===== config.mk =====
export PLATFORM = sky130hd
export DESIGN_NAME = heichips25_req_scheduler
export DESIGN_NICKNAME = d
export VERILOG_FILES = /design/src/rtl/heichips25_req_scheduler.sv
export SDC_FILE = /design/constraint.sdc
export NUM_CORES = 1
export LEC_CHECK = 0
export BUFFER_PORTS_ARGS = -buffer_cell sky130_fd_sc_hd__buf_4
export CAP_MARGIN = 20
export CORE_UTILIZATION = 24
export CTS_CLUSTER_DIAMETER = 150
export DETAILED_ROUTE_END_ITERATION = 10
export PLACE_DENSITY_LB_ADDON = 0.05
export REMOVE_ABC_BUFFERS = 1
export SETUP_SLACK_MARGIN = 0.2
export SYNTH_ARGS = -nofsm -noshare
export SYNTH_HDL_FRONTEND = slang
export SYNTH_SLANG_ARGS = --single-unit

===== constraint.sdc =====
create_clock -name clk -period 3.3 [get_ports clk]
set_input_delay 0.66 -clock clk [delete_from_list [all_inputs] [get_ports clk]]
set_output_delay 0.66 -clock clk [all_outputs]
set_load 0.02 [all_outputs]

===== src/rtl/heichips25_req_scheduler.sv =====
// Round-robin scheduler that puts Snitch fetch and LSU requests onto one serialized memory
// channel, tracks outstanding requests in issue order, and routes each response to its issuer.
module heichips25_req_scheduler #(
    parameter int MaxOutstanding = 2
) (
    input  logic                                 clk,
    input  logic                                 rst_n,
    input  logic                                 inst_valid_i,
    input  logic [7:0]                           inst_addr_i,
    output logic                                 inst_gnt_o,
    input  logic                                 data_valid_i,
    input  logic [7:0]                           data_addr_i,
    input  logic [31:0]                          data_wdata_i,
    input  logic                                 data_write_i,
    input  logic [3:0]                           data_strb_i,
    output logic                                 data_gnt_o,
    output logic                                 out_valid_o,
    input  logic                                 out_ready_i,
    output logic [7:0]                           out_addr_o,
    output logic [31:0]                          out_wdata_o,
    output logic                                 out_write_o,
    output logic [3:0]                           out_strb_o,
    input  logic                                 rsp_valid_i,
    input  logic [31:0]                          rsp_data_i,
    output logic                                 rsp_ready_o,
    output logic                                 inst_rsp_valid_o,
    output logic [31:0]                          inst_rsp_data_o,
    output logic                                 data_rsp_valid_o,
    output logic [31:0]                          data_rsp_data_o,
    input  logic                                 data_rsp_ready_i,
    output logic [$clog2(MaxOutstanding+1)-1:0]  outstanding_o,
    output logic                                 err_o
);

    localparam int CntW = $clog2(MaxOutstanding + 1);
    localparam int PtrW = (MaxOutstanding > 1) ? $clog2(MaxOutstanding) : 1;
    localparam logic [CntW-1:0] CntMax  = CntW'(MaxOutstanding);
    localparam logic [PtrW-1:0] PtrLast = PtrW'(MaxOutstanding - 1);

    typedef enum logic {
        TagInst = 1'b0,
        TagData = 1'b1
    } tag_e;

    logic [CntW-1:0] count;
    logic [PtrW-1:0] rd_ptr;
    logic [PtrW-1:0] wr_ptr;
    tag_e            tags [MaxOutstanding];
    logic            favour_data;
    logic            err_q;

    logic slot_free;
    logic capture;
    logic pick_data;
    logic fifo_empty;
    logic pop;
    tag_e head;

    function automatic logic [PtrW-1:0] ptr_next(input logic [PtrW-1:0] p);
        return (p == PtrLast) ? '0 : p + 1'b1;
    endfunction

    // Credit check uses the registered count, so a same-cycle pop never frees a slot early.
    assign slot_free  = !out_valid_o || out_ready_i;
    assign capture    = slot_free && (count < CntMax) && (inst_valid_i || data_valid_i);
    assign pick_data  = data_valid_i && (!inst_valid_i || favour_data);
    assign inst_gnt_o = capture && !pick_data;
    assign data_gnt_o = capture && pick_data;

    assign fifo_empty = (count == '0);
    assign head       = tags[rd_ptr];
    assign pop        = rsp_valid_i && rsp_ready_o && !fifo_empty;

    assign inst_rsp_data_o = rsp_data_i;
    assign data_rsp_data_o = rsp_data_i;
    assign outstanding_o   = count;
    assign err_o           = err_q;

    // NOTE: every output gets a default first so no path through the block infers a latch.
    always_comb begin
        rsp_ready_o      = 1'b0;
        inst_rsp_valid_o = 1'b0;
        data_rsp_valid_o = 1'b0;
        if (fifo_empty) begin
            rsp_ready_o = rsp_valid_i;
        end else if (head == TagInst) begin
            inst_rsp_valid_o = rsp_valid_i;
            rsp_ready_o      = rsp_valid_i;
        end else begin
            data_rsp_valid_o = rsp_valid_i;
            rsp_ready_o      = data_rsp_ready_i;
        end
    end

    // NOTE: sequential state uses non-blocking assignments so all registers update together.
    always_ff @(posedge clk or negedge rst_n) begin
        if (!rst_n) begin
            out_valid_o <= 1'b0;
            out_addr_o  <= '0;
            out_wdata_o <= '0;
            out_write_o <= 1'b0;
            out_strb_o  <= '0;
            favour_data <= 1'b0;
        end else if (capture) begin
            out_valid_o <= 1'b1;
            favour_data <= !pick_data;
            if (pick_data) begin
                out_addr_o  <= data_addr_i;
                out_wdata_o <= data_wdata_i;
                out_write_o <= data_write_i;
                out_strb_o  <= data_strb_i;
            end else begin
                out_addr_o  <= inst_addr_i;
                out_wdata_o <= '0;
                out_write_o <= 1'b0;
                out_strb_o  <= '0;
            end
        end else if (out_ready_i) begin
            out_valid_o <= 1'b0;
        end
    end

    // NOTE: the tag array is tiny, so it is reset with the pointers to keep the head defined.
    always_ff @(posedge clk or negedge rst_n) begin
        if (!rst_n) begin
            count  <= '0;
            rd_ptr <= '0;
            wr_ptr <= '0;
            err_q  <= 1'b0;
            for (int i = 0; i < MaxOutstanding; i++) begin
                tags[i] <= TagInst;
            end
        end else begin
            if (capture) begin
                tags[wr_ptr] <= pick_data ? TagData : TagInst;
                wr_ptr       <= ptr_next(wr_ptr);
            end
            if (pop) begin
                rd_ptr <= ptr_next(rd_ptr);
            end
            case ({capture, pop})
                2'b10:   count <= count + 1'b1;
                2'b01:   count <= count - 1'b1;
                default: count <= count;
            endcase
            if (rsp_valid_i && fifo_empty) begin
                err_q <= 1'b1;
            end
        end
    end

endmodule


# ---- Yosys cells after proc, flatten, opt, wreduce, memory -nomap -nowiden
# Index checks and enable logic that the tools add are counted.
dict set report totals {
  register_bits 54
  out_inout_bits 118
  inputBits 92
  wordCells 65
}
dict set report classes {
  n_eq_ne 2
  n_reduce_logical 19
  magnitude_cmp 4
  n_bitwise 2
  addsub 4
  n_mux 22
}
# cell count
set op_table {}
lappend op_table {{two-way mux 32 bit} 1}
lappend op_table {{two-way mux 1 bit} 16}
lappend op_table {{logical AND 1 bit} 9}
lappend op_table {{two-way mux 8 bit} 1}
lappend op_table {{>= comparator 2 bit, second input constant} 2}
lappend op_table {{logical NOT 1 bit} 4}
lappend op_table {{two-way mux 4 bit} 1}
lappend op_table {{NOT 1 -> 2 bit} 2}
lappend op_table {{one-hot mux 2 bit (2 select lines)} 1}
lappend op_table {{nonzero test 2 bit} 2}
lappend op_table {{logical OR 1 bit} 3}
lappend op_table {{adder 1 bit, second input constant} 2}
lappend op_table {{adder 2 x 1 -> 2 bit, second input constant} 1}
lappend op_table {{bitwise mux 2 bit} 1}
lappend op_table {{== test 2 x 1 -> 1 bit, second input constant} 1}
lappend op_table {{== test 2 bit, second input constant} 1}
lappend op_table {{logical NOT 2 bit} 1}
lappend op_table {{< comparator 2 x 1 -> 1 bit, second input constant} 1}
lappend op_table {{< comparator 2 bit, second input constant} 1}
lappend op_table {{subtractor 2 x 1 -> 2 bit, second input constant} 1}
lappend op_table {{demux 1 bit (select 1 bit)} 1}

# ---- Longest topological paths before layout
# Gate-level depths: netlist (run 1).
dict set report logic_depth {
  ltp_word 10
  mapped_depth 10
  depth_no_buf 7
}

# ---- Worst setup path after synthesis (run 1)
# OpenSTA, ideal clock, no wires.
dict set report synth_timing {
  kind {input -> output}
  startpoint {input port data_valid_i}
  endpoint {output port inst_gnt_o}
  n_path_buf 3
  cell_stages 7
  required_ps 2640
  t_arrival_ps 1710
  slack_ps 930
  path_cell_list {buf_2 > o21ba_4 > and2_1 > buf_4 > inv_4 > buf_6 > nor2_1}
}
dict set report synth_between {
  elab_chain_len 3
  elab_cells_between_ends 5
  classes_between {reduce/logical: 5}
}
# element line_no
set synth_lines {}
lappend synth_lines {{from (decl)} 11} ;# input logic data_valid_i,
lappend synth_lines {{logical OR 1 bit / logical AND 1 bit (equally long branches)} {65, 66}}
lappend synth_lines {{logical AND 1 bit / logical NOT 1 bit (equally long branches)} {65, 67}}
lappend synth_lines {{logical AND 1 bit (*)} 67} ;# assign inst_gnt_o = capture && !pick_data;
lappend synth_lines {{to (decl)} 10} ;# output logic inst_gnt_o,
# Mark *: on every way between the ends. The rest lies on a longest branch, timed or not.

# ---- Final worst setup path (run 1)
dict set report layout_timing {
  startpoint {register count[1], in the netlist outstanding_o[1]}
  endpoint {output port inst_gnt_o}
}
dict set report layout_between {
  elab_chain_len 4
}
# element line_no
set layout_lines {}
lappend layout_lines {{from (decl)} 45} ;# logic [CntW-1:0] count;
lappend layout_lines {{from (signal assigned)} 142} ;# 2'b10: count <= count + 1'b1;
lappend layout_lines {{from (signal assigned)} 143} ;# 2'b01: count <= count - 1'b1;
lappend layout_lines {{from (signal assigned)} 144} ;# default: count <= count;
lappend layout_lines {{< comparator 2 bit} 65} ;# assign capture = slot_free && (count < CntMax) && (inst_valid_i || data_valid_i);
lappend layout_lines {{logical AND 1 bit (2 in a row)} 65}
lappend layout_lines {{logical AND 1 bit} 67}
# Every way passes these cells.

==> results of run 1 <==
==> cell usage after synthesis (all sizes together), types with 2 or more instances <==
| library cell | count | area, sq um |
|---|---|---|
| a22o | 37 | 332.8 |
| nor2 | 6 | 22.52 |
| o211ai | 8 | 60.06 |
| dfrtp | 54 | 1351 |
| inv | 4 | 17.52 |
| and2 | 2 | 12.51 |
| a31oi | 8 | 50.05 |
| xnor2 | 3 | 26.28 |
| o21ai | 8 | 40.04 |
| clkbuf | 2 | 7.510 |
| xor2 | 2 | 17.52 |
| mux2 | 3 | 33.78 |
| buf | 76 | 593.1 |
| a21oi | 9 | 45.04 |
==> metal layers <==
metal,track usage (%),vias to the layer above
li1,-,850
met1,20.39,925
met2,16.18,192
met3,13.51,9
met4,3.378,2
met5,8.036,-
==> per-stage QoR <==
stage,hold WS [ns],power (mW),setup slack [ns],instances
4_1_cts,0.4663,3.528,0.6822,419
3_5_place_dp,0.4490,2.894,0.8391,412
6_report,0.4147,3.482,0.7211,419
2_1_floorplan,0.3644,2.123,0.4317,156
5_1_grt,0.4782,3.704,0.5987,419
3_3_place_gp,0.4504,2.919,0.8785,412
==> final cells by class <==
cell class / count / area, sq um
Sequential cell: 54 / 1351
Timing Repair Buffer: 116 / 870.8
Inverter: 4 / 17.52
Multi-Input combinational cell: 98 / 762.0
Fill cell: 1119 / 7637
Tap cell: 140 / 175.2
Clock inverter: 1 / 30.03
Clock buffer: 6 / 138.9
==> logic make-up after synthesis <==
group           after synthesis  share of synthesized area (%)
buf+inv                      82                          22.63
compound gates               73                          20.61
flops                        54                          49.47
simple gates                 15                          3.619
xor+xnor                      5                          1.604
mux                           4                          1.603
fa+ha+maj                     1                         0.4580
==> final timing paths <==
| path | startpoint | to | slack [ns] | cells after the start |
|---|---|---|---|---|
| min in group clk | err_o | err_o | 0.47 | 1 |
| min | rst_n | outstanding_o[1] | 0.41 | 1 |
| max | outstanding_o[1] | inst_gnt_o | 0.72 | 5 |
| min reg2reg | err_o | err_o | 0.47 | 1 |
| max in group asynchronous | rst_n | out_wdata_o[23] | 2.39 | 1 |
| max reg2reg | outstanding_o[1] | out_wdata_o[9] | 1.25 | 5 |
==> where the power goes <==
part	leakage, nW	internal [mW]	switching [mW]
logic	0.863	0.770	0.880
clock network	0.0829	0.375	0.235
registers	0.673	0.987	0.233
total	1.62	2.13	1.35
==> cell usage in the layout, fill, tap and decap left out, drive strengths merged <==
cell    instances
nor2b           1
nor4b           1
and2            2
o211ai          8
dfrtp          54
a22o           37
a31oi           8
o221a           1
o21ba           1
clkbuf          6
mux2i           1
xor2            2
o21ai           8
a21oi           9
nand2b          1
bufinv          1
inv             4
mux2            3
a21o            1
nor2            6
ha              1
nand3           1
nand2           1
xnor2           3
nand3b          1
and3b           1
buf           116
==> registers in the layout, summed over array words and instances, names as in the netlist <==
name,cells
favour_data,1
out_wdata_o,32
rd_ptr,1
out_write_o,1
outstanding_o,2
wr_ptr,1
out_addr_o,8
err_o,1
out_valid_o,1
out_strb_o,4
tags,2
==> flow_metrics.py, run 1 <==
metrics = {
    "status": {
        "status": "completed",
    },
    "global_route": {
        "antenna_found_initial": 0,
        "grtUsageTotal_pct": 15.12,
        "overflow": 0,
        "grt_max_degree": 55,
        "grt_pass1_vias": 1986,
        "grt_pass1_wl_um": 12870,
    },
    "timing": {
        "fin_crit_sh_pct": 78.15,
        "max_clock_freq_ghz": 0.3878,
        "finalClockSkew_ns": 0.005220,
        "slew_headroom_pct": 51.87,
        "slew_violations": 0,
        "hold_viol": 0,
        "tightestPinTransition_ns": 0.7220,
        "setup_viol": 0,
        "setup-tns-final_ns": 0,
        "min_period_ns": 2.579,
        "rsz0062_at_grt": "false",
    },
    "clock_tree": {
        "cts_sinks": 54,
        "cts_resized": 0,
        "cts_root_buf": "clkbuf_16",
        "cts_tree": "built",
        "ctsLongestPathBuffers": 2,
        "cts_setup_buffers": 0,
        "insertion_delay_ns": 0.29,
        "htreeDepth": 2,
        "path_clk_slew_ns": 0.07,
        "hold_buffers": 0,
        "cts_buffers": 5,
    },
    "power_and_ir_drop": {
        "irDropWorstVdd_mv": 0.3355,
        "power.density_nw_per_um2": 1041,
        "p_leak_nw": 1.619,
    },
    "drt": {
        "drt_wl_total_um": 8890,
        "wl_met2_um": 3095,
        "wl_met3_um": 1715,
        "firstDrtPassIters": 4,
        "ant_nets": 0,
        "wl_met1_um": 3935,
        "wl_per_cell_um": 21.22,
        "drc": 0,
        "drt_iter0_markers": 74,
        "vias": 1978,
        "routed_via_density": 4.721,
        "top_layer": "met5",
    },
    "finish": {
        "fin_nets": 372,
        "diodes": 0,
        "fin_area_sq_um": 3346,
        "final_layout_size_suffix_gt1_share_pct": 46.59,
        "area_growth_pct": 22.49,
        "final_util_pct": 30.46,
    },
    "logic_synthesis": {
        "synth-seq-area-share_pct": 49.47,
        "synthArstFlopShare_pct": 100.0,
        "syn_avg_cell_area_sq_um": 11.67,
        "ys_seq_elements": 54,
        "syn_area_sq_um": 2731,
        "synthCells": 234,
        "ys_warn_count": 0,
        "synth_cell_types": 32,
        "synth_ff_type": "dfrtp_1",
        "synth_edf_count": 0,
    },
    "placement": {
        "place_area_sq_um": 3177,
        "io_buffers": 113,
        "dp_hpwl_um": 6350,
        "place.gp.congestion": 0.7124,
    },
    "setup_path": {
        "end_kind": "output port",
        "crit_slowest_cell": "dfrtp_1",
        "criticalPathCategory": "reg -> out",
        "critPathMaxStageDelay_ns": 0.50,
        "critical_path_required_ns": 2.64,
        "crit_fanout": 13,
        "crit_arrival_ns": 1.92,
        "worstPathCellList": "o21ba_4, and2_1, inv_4, nor2_1, buf_4",
        "cp_num_buf_inv": 2,
        "critPathLaunchType": "flip-flop",
        "cp_top_family": "simple AND/OR/NAND/NOR gates",
    },
    "floorplanning": {
        "core_area_sq_um": 10980,
        "die_h_um": 108.7,
        "dieArea_sq_um": 11810,
        "num_rows": 38,
        "die_x_um": 108.7,
        "io_pins": 210,
        "initial_core_util_pct": 24.87,
    },
    "run": {
        "max-cap-violations": 0,
    },
    "min_path": {
        "holdCritPathClass": "in -> async",
    },
}
(Power assumes the default switching activity.)
==> inputs of run 2 (changes only) <==
- ABC_AREA: unset -> 1
- clock period: 3.3 -> 2.69 ns (I/O delays scaled with it)
==> flow_metrics.py, run 2 <==
metrics = {
    "clock_tree": {
        "path_clk_slew_ns": 0.07,
        "cts_resized": 0,
        "insertion_delay_ns": 0.29,
        "hold_buffers": 0,
        "cts_sinks": 54,
        "htreeDepth": 2,
        "cts_setup_buffers": 0,
        "ctsLongestPathBuffers": 2,
        "cts_tree": "built",
        "cts_buffers": 5,
        "cts_root_buf": "clkbuf_16",
    },
    "logic_synthesis": {
        "synthTopCellsByArea": "dfrtp_1, nand2_1, buf_4",
        "synth_edf_count": 0,
        "synth-seq-area-share_pct": 47.98,
        "synthCells": 345,
        "yosysMostFrequentCell": "nand2_1",
        "synth_cell_types": 20,
        "syn_area_sq_um": 2816,
        "syn_avg_cell_area_sq_um": 8.164,
        "yosysTopAreaCell": "dfrtp_1",
        "ys_warn_count": 0,
        "synth_ff_type": "dfrtp_1",
        "synth_top_area_share_pct": 47.98,
        "synthArstFlopShare_pct": 100.0,
        "ys_seq_elements": 54,
        "synthTopCellsByCount": "nand2_1, buf_4, dfrtp_1, nand3_1, buf_2",
    },
    "floorplanning": {
        "core_area_sq_um": 11420,
        "io_pins": 210,
        "initial_core_util_pct": 24.67,
        "die_h_um": 110.3,
        "dieArea_sq_um": 12170,
        "num_rows": 39,
        "die_x_um": 110.3,
    },
    "power_and_ir_drop": {
        "total_power_mw": 4.152,
        "p_comb_share_pct": 47.9,
        "p_int_mw": 2.429,
        "clock_power_share_pct": 17.8,
        "swShare_pct": 41.49,
        "p_sw_mw": 1.723,
        "p_leak_nw": 1.972,
        "pwr-share-seq_pct": 34.3,
        "irDropWorstVdd_mv": 0.4178,
        "power.density_nw_per_um2": 1192,
    },
    "placement": {
        "place_inst": 526,
        "dp_hpwl_um": 6834,
        "post-place-ws_ns": 0.8296,
        "place_area_sq_um": 3318,
        "io_buffers": 113,
        "place.gp.congestion": 0.6419,
    },
    "timing": {
        "max_clock_freq_ghz": 0.4938,
        "tightestPinTransition_ns": 0.7391,
        "setup_viol": 0,
        "holdWs_ns": 0.3091,
        "slew_headroom_pct": 50.73,
        "fin_ws_ns": 0.6650,
        "min_period_ns": 2.025,
        "slew_violations": 0,
        "hold_viol": 0,
        "setup-tns-final_ns": 0,
        "finalClockSkew_ns": 0.007287,
        "rsz0062_at_grt": "false",
        "fin_crit_sh_pct": 75.28,
    },
    "global_route": {
        "grt_max_degree": 55,
        "grtUsageTotal_pct": 15.68,
        "overflow": 0,
        "antenna_found_initial": 0,
        "grt_pass1_vias": 2167,
        "grt_pass1_wl_um": 13700,
    },
    "finish": {
        "layout_common_cells": "nand2_1, buf_4, dfrtp_1",
        "reg.largest.list": "out_wdata_o: 32 flops, out_addr_o: 8 flops, out_strb_o: 4 flops",
        "fin_area_sq_um": 3483,
        "area_growth_pct": 23.68,
        "regMostFlops": "out_wdata_o",
        "fin_nets": 483,
        "final_layout_size_suffix_gt1_share_pct": 33.50,
        "layout.cells.non_filler": 534,
        "mostFrequentLayoutCell": "nand2_1",
        "largest_reg_flops": 32,
        "diodes": 0,
        "final_util_pct": 30.51,
    },
    "drt": {
        "firstDrtPassIters": 4,
        "drt_wl_total_um": 9454,
        "vias": 2308,
        "routed_via_density": 4.322,
        "drc": 0,
        "drt_iter0_markers": 145,
        "ant_nets": 0,
        "wl_per_cell_um": 17.70,
    },
    "setup_path": {
        "crit_fanout": 5,
        "critical_path_required_ns": 2.15,
        "worstPathCellList": "nor2_1, inv_1, nand3_1, a21boi_0, buf_4",
        "criticalPathCategory": "reg -> out",
        "crit_slowest_cell": "dfrtp_1",
        "reg2reg_slack_ns": 1.02,
        "r2r_cells": 9,
        "critPathMaxStageDelay_ns": 0.43,
        "crit_arrival_ns": 1.49,
        "critPathLaunchType": "flip-flop",
        "end_kind": "output port",
    },
    "run": {
        "max-cap-violations": 0,
    },
    "min_path": {
        "holdCritPathClass": "in -> async",
    },
    "status": {
        "status": "completed",
    },
}
## run 2: kinds of logic (layout without fill, tap and decap cells)
kind of cell / Yosys count / after routing / share of synthesized area [%]
simple gates: 190 / 190 / 27.54
buf+inv: 92 / 138 / 22.03
flops: 54 / 54 / 47.98
compound gates: 6 / 6 / 1.377
xor+xnor: 2 / 2 / 0.6221
fa+ha+maj: 1 / 1 / 0.4442
## run 2: final timing paths
check,to,startpoint
worst max-delay path,rsp_ready_o,outstanding_o[0]
worst min-delay path,err_o,rst_n
worst max register to register,outstanding_o[1],outstanding_o[0]
worst min register to register,out_wdata_o[26],out_wdata_o[26]
max in group asynchronous,out_wdata_o[7],rst_n
min in group clk,out_valid_o,out_ready_i
## run 2: final cells by class
| cell class | count | area [sq um] |
|---|---|---|
| sequential | 54 | 1351 |
| tap | 143 | 178.9 |
| fill | 1255 | 7935 |
| multi-input combinational | 199 | 844.6 |
| timing repair buffer | 118 | 898.4 |
| inverter | 12 | 45.04 |
| clock buffer | 5 | 125.1 |
| clock inverter | 3 | 40.04 |
## run 2: power by group through the flow
stage          Sequential [mW]  Clock (mW)  Combinational, mW
2_1_floorplan             1.83           0              0.661
3_3_place_gp              1.44           0               2.03
3_5_place_dp              1.43           0               2.03
4_1_cts                   1.43       0.777               2.03
5_1_grt                   1.47       0.799               2.21
6_report                  1.42       0.739               1.99
## run 2: critical path, delay by kind of cell, from the launching register on
kind	cells	cell delay, ns
simple gates	2	0.31
compound gates	1	0.19
flops	1	0.43
buf+inv	2	0.27
## run 2: metal layers
| layer | up-vias | GRT usage [%] | routed length [um] |
|---|---|---|---|
| li1 | 1088 | - | - |
| met3 | 6 | 13.46 | 1665 |
| met4 | 2 | 3.008 | 53 |
| met2 | 164 | 17.92 | 3465 |
| met5 | - | 10.27 | 92 |
| met1 | 1048 | 20.58 | 4176 |
==> inputs of run 3 (changes only) <==
- ABC_AREA: 1 -> 0
- clock period: 2.69 -> 1.8 ns (I/O delays scaled with it)
==> flow_metrics.py, run 3 (same netlist as run 1, synthesis figures left out) <==
metrics = {
    "placement": {
        "place.gp.congestion": 0.6956,
        "dp_hpwl_um": 6719,
        "place_inst": 421,
        "io_buffers": 113,
    },
    "timing": {
        "max_clock_freq_ghz": 0.5346,
        "slew_violations": 0,
        "fin_crit_sh_pct": 103.9,
        "min_period_ns": 1.871,
        "rsz0062_at_grt": "true",
        "slew_headroom_pct": 73.09,
        "fin_ws_ns": -0.07072,
        "setup_viol": 2,
        "finalClockSkew_ns": 0.007481,
        "tightestPinTransition_ns": 0.4036,
        "hold_viol": 0,
        "holdWs_ns": 0.2805,
    },
    "power_and_ir_drop": {
        "power.density_nw_per_um2": 1865,
        "p_comb_share_pct": 52.2,
        "p_leak_nw": 1.729,
        "p_int_mw": 4.098,
        "irDropWorstVdd_mv": 0.6965,
        "swShare_pct": 38.51,
        "p_sw_mw": 2.567,
        "pwr-share-seq_pct": 33.2,
        "clock_power_share_pct": 14.6,
        "total_power_mw": 6.665,
    },
    "finish": {
        "diodes": 0,
        "layout_common_cells": "buf_4, dfrtp_1, a22o_1",
        "largest_reg_flops": 32,
        "fin_nets": 389,
        "reg.largest.list": "out_wdata_o: 32 flops, out_addr_o: 8 flops, out_strb_o: 4 flops",
        "layout.cells.non_filler": 437,
        "regMostFlops": "out_wdata_o",
        "area_growth_pct": 30.83,
        "final_util_pct": 32.54,
        "final_layout_size_suffix_gt1_share_pct": 52.53,
        "mostFrequentLayoutCell": "buf_4",
    },
    "status": {
        "status": "finished, violations left",
        "violations": "setup timing",
    },
    "floorplanning": {
        "dieArea_sq_um": 11810,
        "initial_core_util_pct": 24.87,
        "io_pins": 210,
        "core_area_sq_um": 10980,
        "die_x_um": 108.7,
        "num_rows": 38,
        "die_h_um": 108.7,
    },
    "clock_tree": {
        "htreeDepth": 2,
        "insertion_delay_ns": 0.29,
        "cts_sinks": 54,
        "path_clk_slew_ns": 0.07,
        "cts_tree": "built",
        "cts_root_buf": "clkbuf_16",
        "ctsLongestPathBuffers": 2,
        "cts_buffers": 5,
    },
    "drt": {
        "vias": 2019,
        "ant_nets": 0,
        "routed_via_density": 4.620,
        "firstDrtPassIters": 4,
        "drc": 0,
        "drt_wl_total_um": 9039,
        "drt_iter0_markers": 74,
        "wl_per_cell_um": 20.68,
    },
    "global_route": {
        "overflow": 0,
        "grt_pass1_vias": 2121,
        "grt_pass1_wl_um": 13000,
        "grt_max_degree": 39,
        "grtUsageTotal_pct": 15.31,
        "antenna_found_initial": 0,
    },
    "run": {
        "max-cap-violations": 0,
    },
    "setup_path": {
        "r2r_start": "outstanding_o[1]",
        "cp-startpoint": "rd_ptr",
        "critPathLaunchType": "flip-flop",
        "end_kind": "output port",
        "criticalPathCategory": "reg -> out",
        "critical_path_required_ns": 1.44,
        "crit_fanout": 3,
        "crit_arrival_ns": 1.51,
    },
    "min_path": {
        "holdCritPathClass": "in -> reg",
        "min_from": "data_wdata_i[31]",
    },
}
==> run 3: worst paths after layout <==
path / cells past startpoint / endpoint / slack (ns)
max in group asynchronous: 3 / out_wdata_o[17] / 0.75
min reg2reg: 1 / err_o / 0.48
min in group asynchronous: 2 / out_addr_o[0] / 0.54
max reg2reg: 8 / outstanding_o[1] / 0.21
max: 4 / rsp_ready_o / -0.07
min: 2 / out_wdata_o[31] / 0.28
==> run 3: per-stage QoR <==
stage               setup slack [ns]  TNS (ns)  area, sq um
global placement              0.1082         0         3269
floorplan                    -0.5484    -20.40         2131
detailed placement            0.1229         0         3269
finish                      -0.07072  -0.08686         3573
global route                 -0.1202   -0.2067         3573
CTS                         -0.08721  -0.08721         3540
==> run 3: layer usage <==
layer  wire length (um)  track usage [%]  vias up
li1                   -                -      890
met5                 57            7.589        -
met4                 60            3.089        2
met1               3984            20.27      948
met3               1577            12.25        6
met2               3359            18.13      173
==> run 3: cell type report <==
| cell class | count | area, sq um |
|---|---|---|
| tap | 140 | 175.2 |
| clock buffer | 7 | 142.6 |
| fill | 1129 | 7410 |
| multi-input combinational | 98 | 812.0 |
| clock inverter | 1 | 5.005 |
| inverter | 4 | 17.52 |
| timing repair buffer | 133 | 1069 |
| sequential | 54 | 1353 |
==> run 3: repair_timing <==
action,CTS,global route
buffers inserted,5,2
hold buffers,1,0
pin swaps,6,6
hold endpoints to repair,3,0
endpoints found under the setup margin,6,32
resized for setup,18,6
==> run 3: power groups by stage <==
stage	Clock [mW]	Combinational [mW]	Sequential (mW)
3_3_place_gp	0	3.25	2.23
4_1_cts	1.03	3.46	2.21
5_1_grt	1.07	3.71	2.30
2_1_floorplan	0	1.06	2.84
6_report	0.976	3.48	2.21
3_5_place_dp	0	3.26	2.18
==> run 3: critical path: stages, from the launching register on <==
cell	delay [ns]
dfrtp_1	0.40
mux2i_2	0.31
nor2_2	0.07
mux2_4	0.31
buf_6	0.13
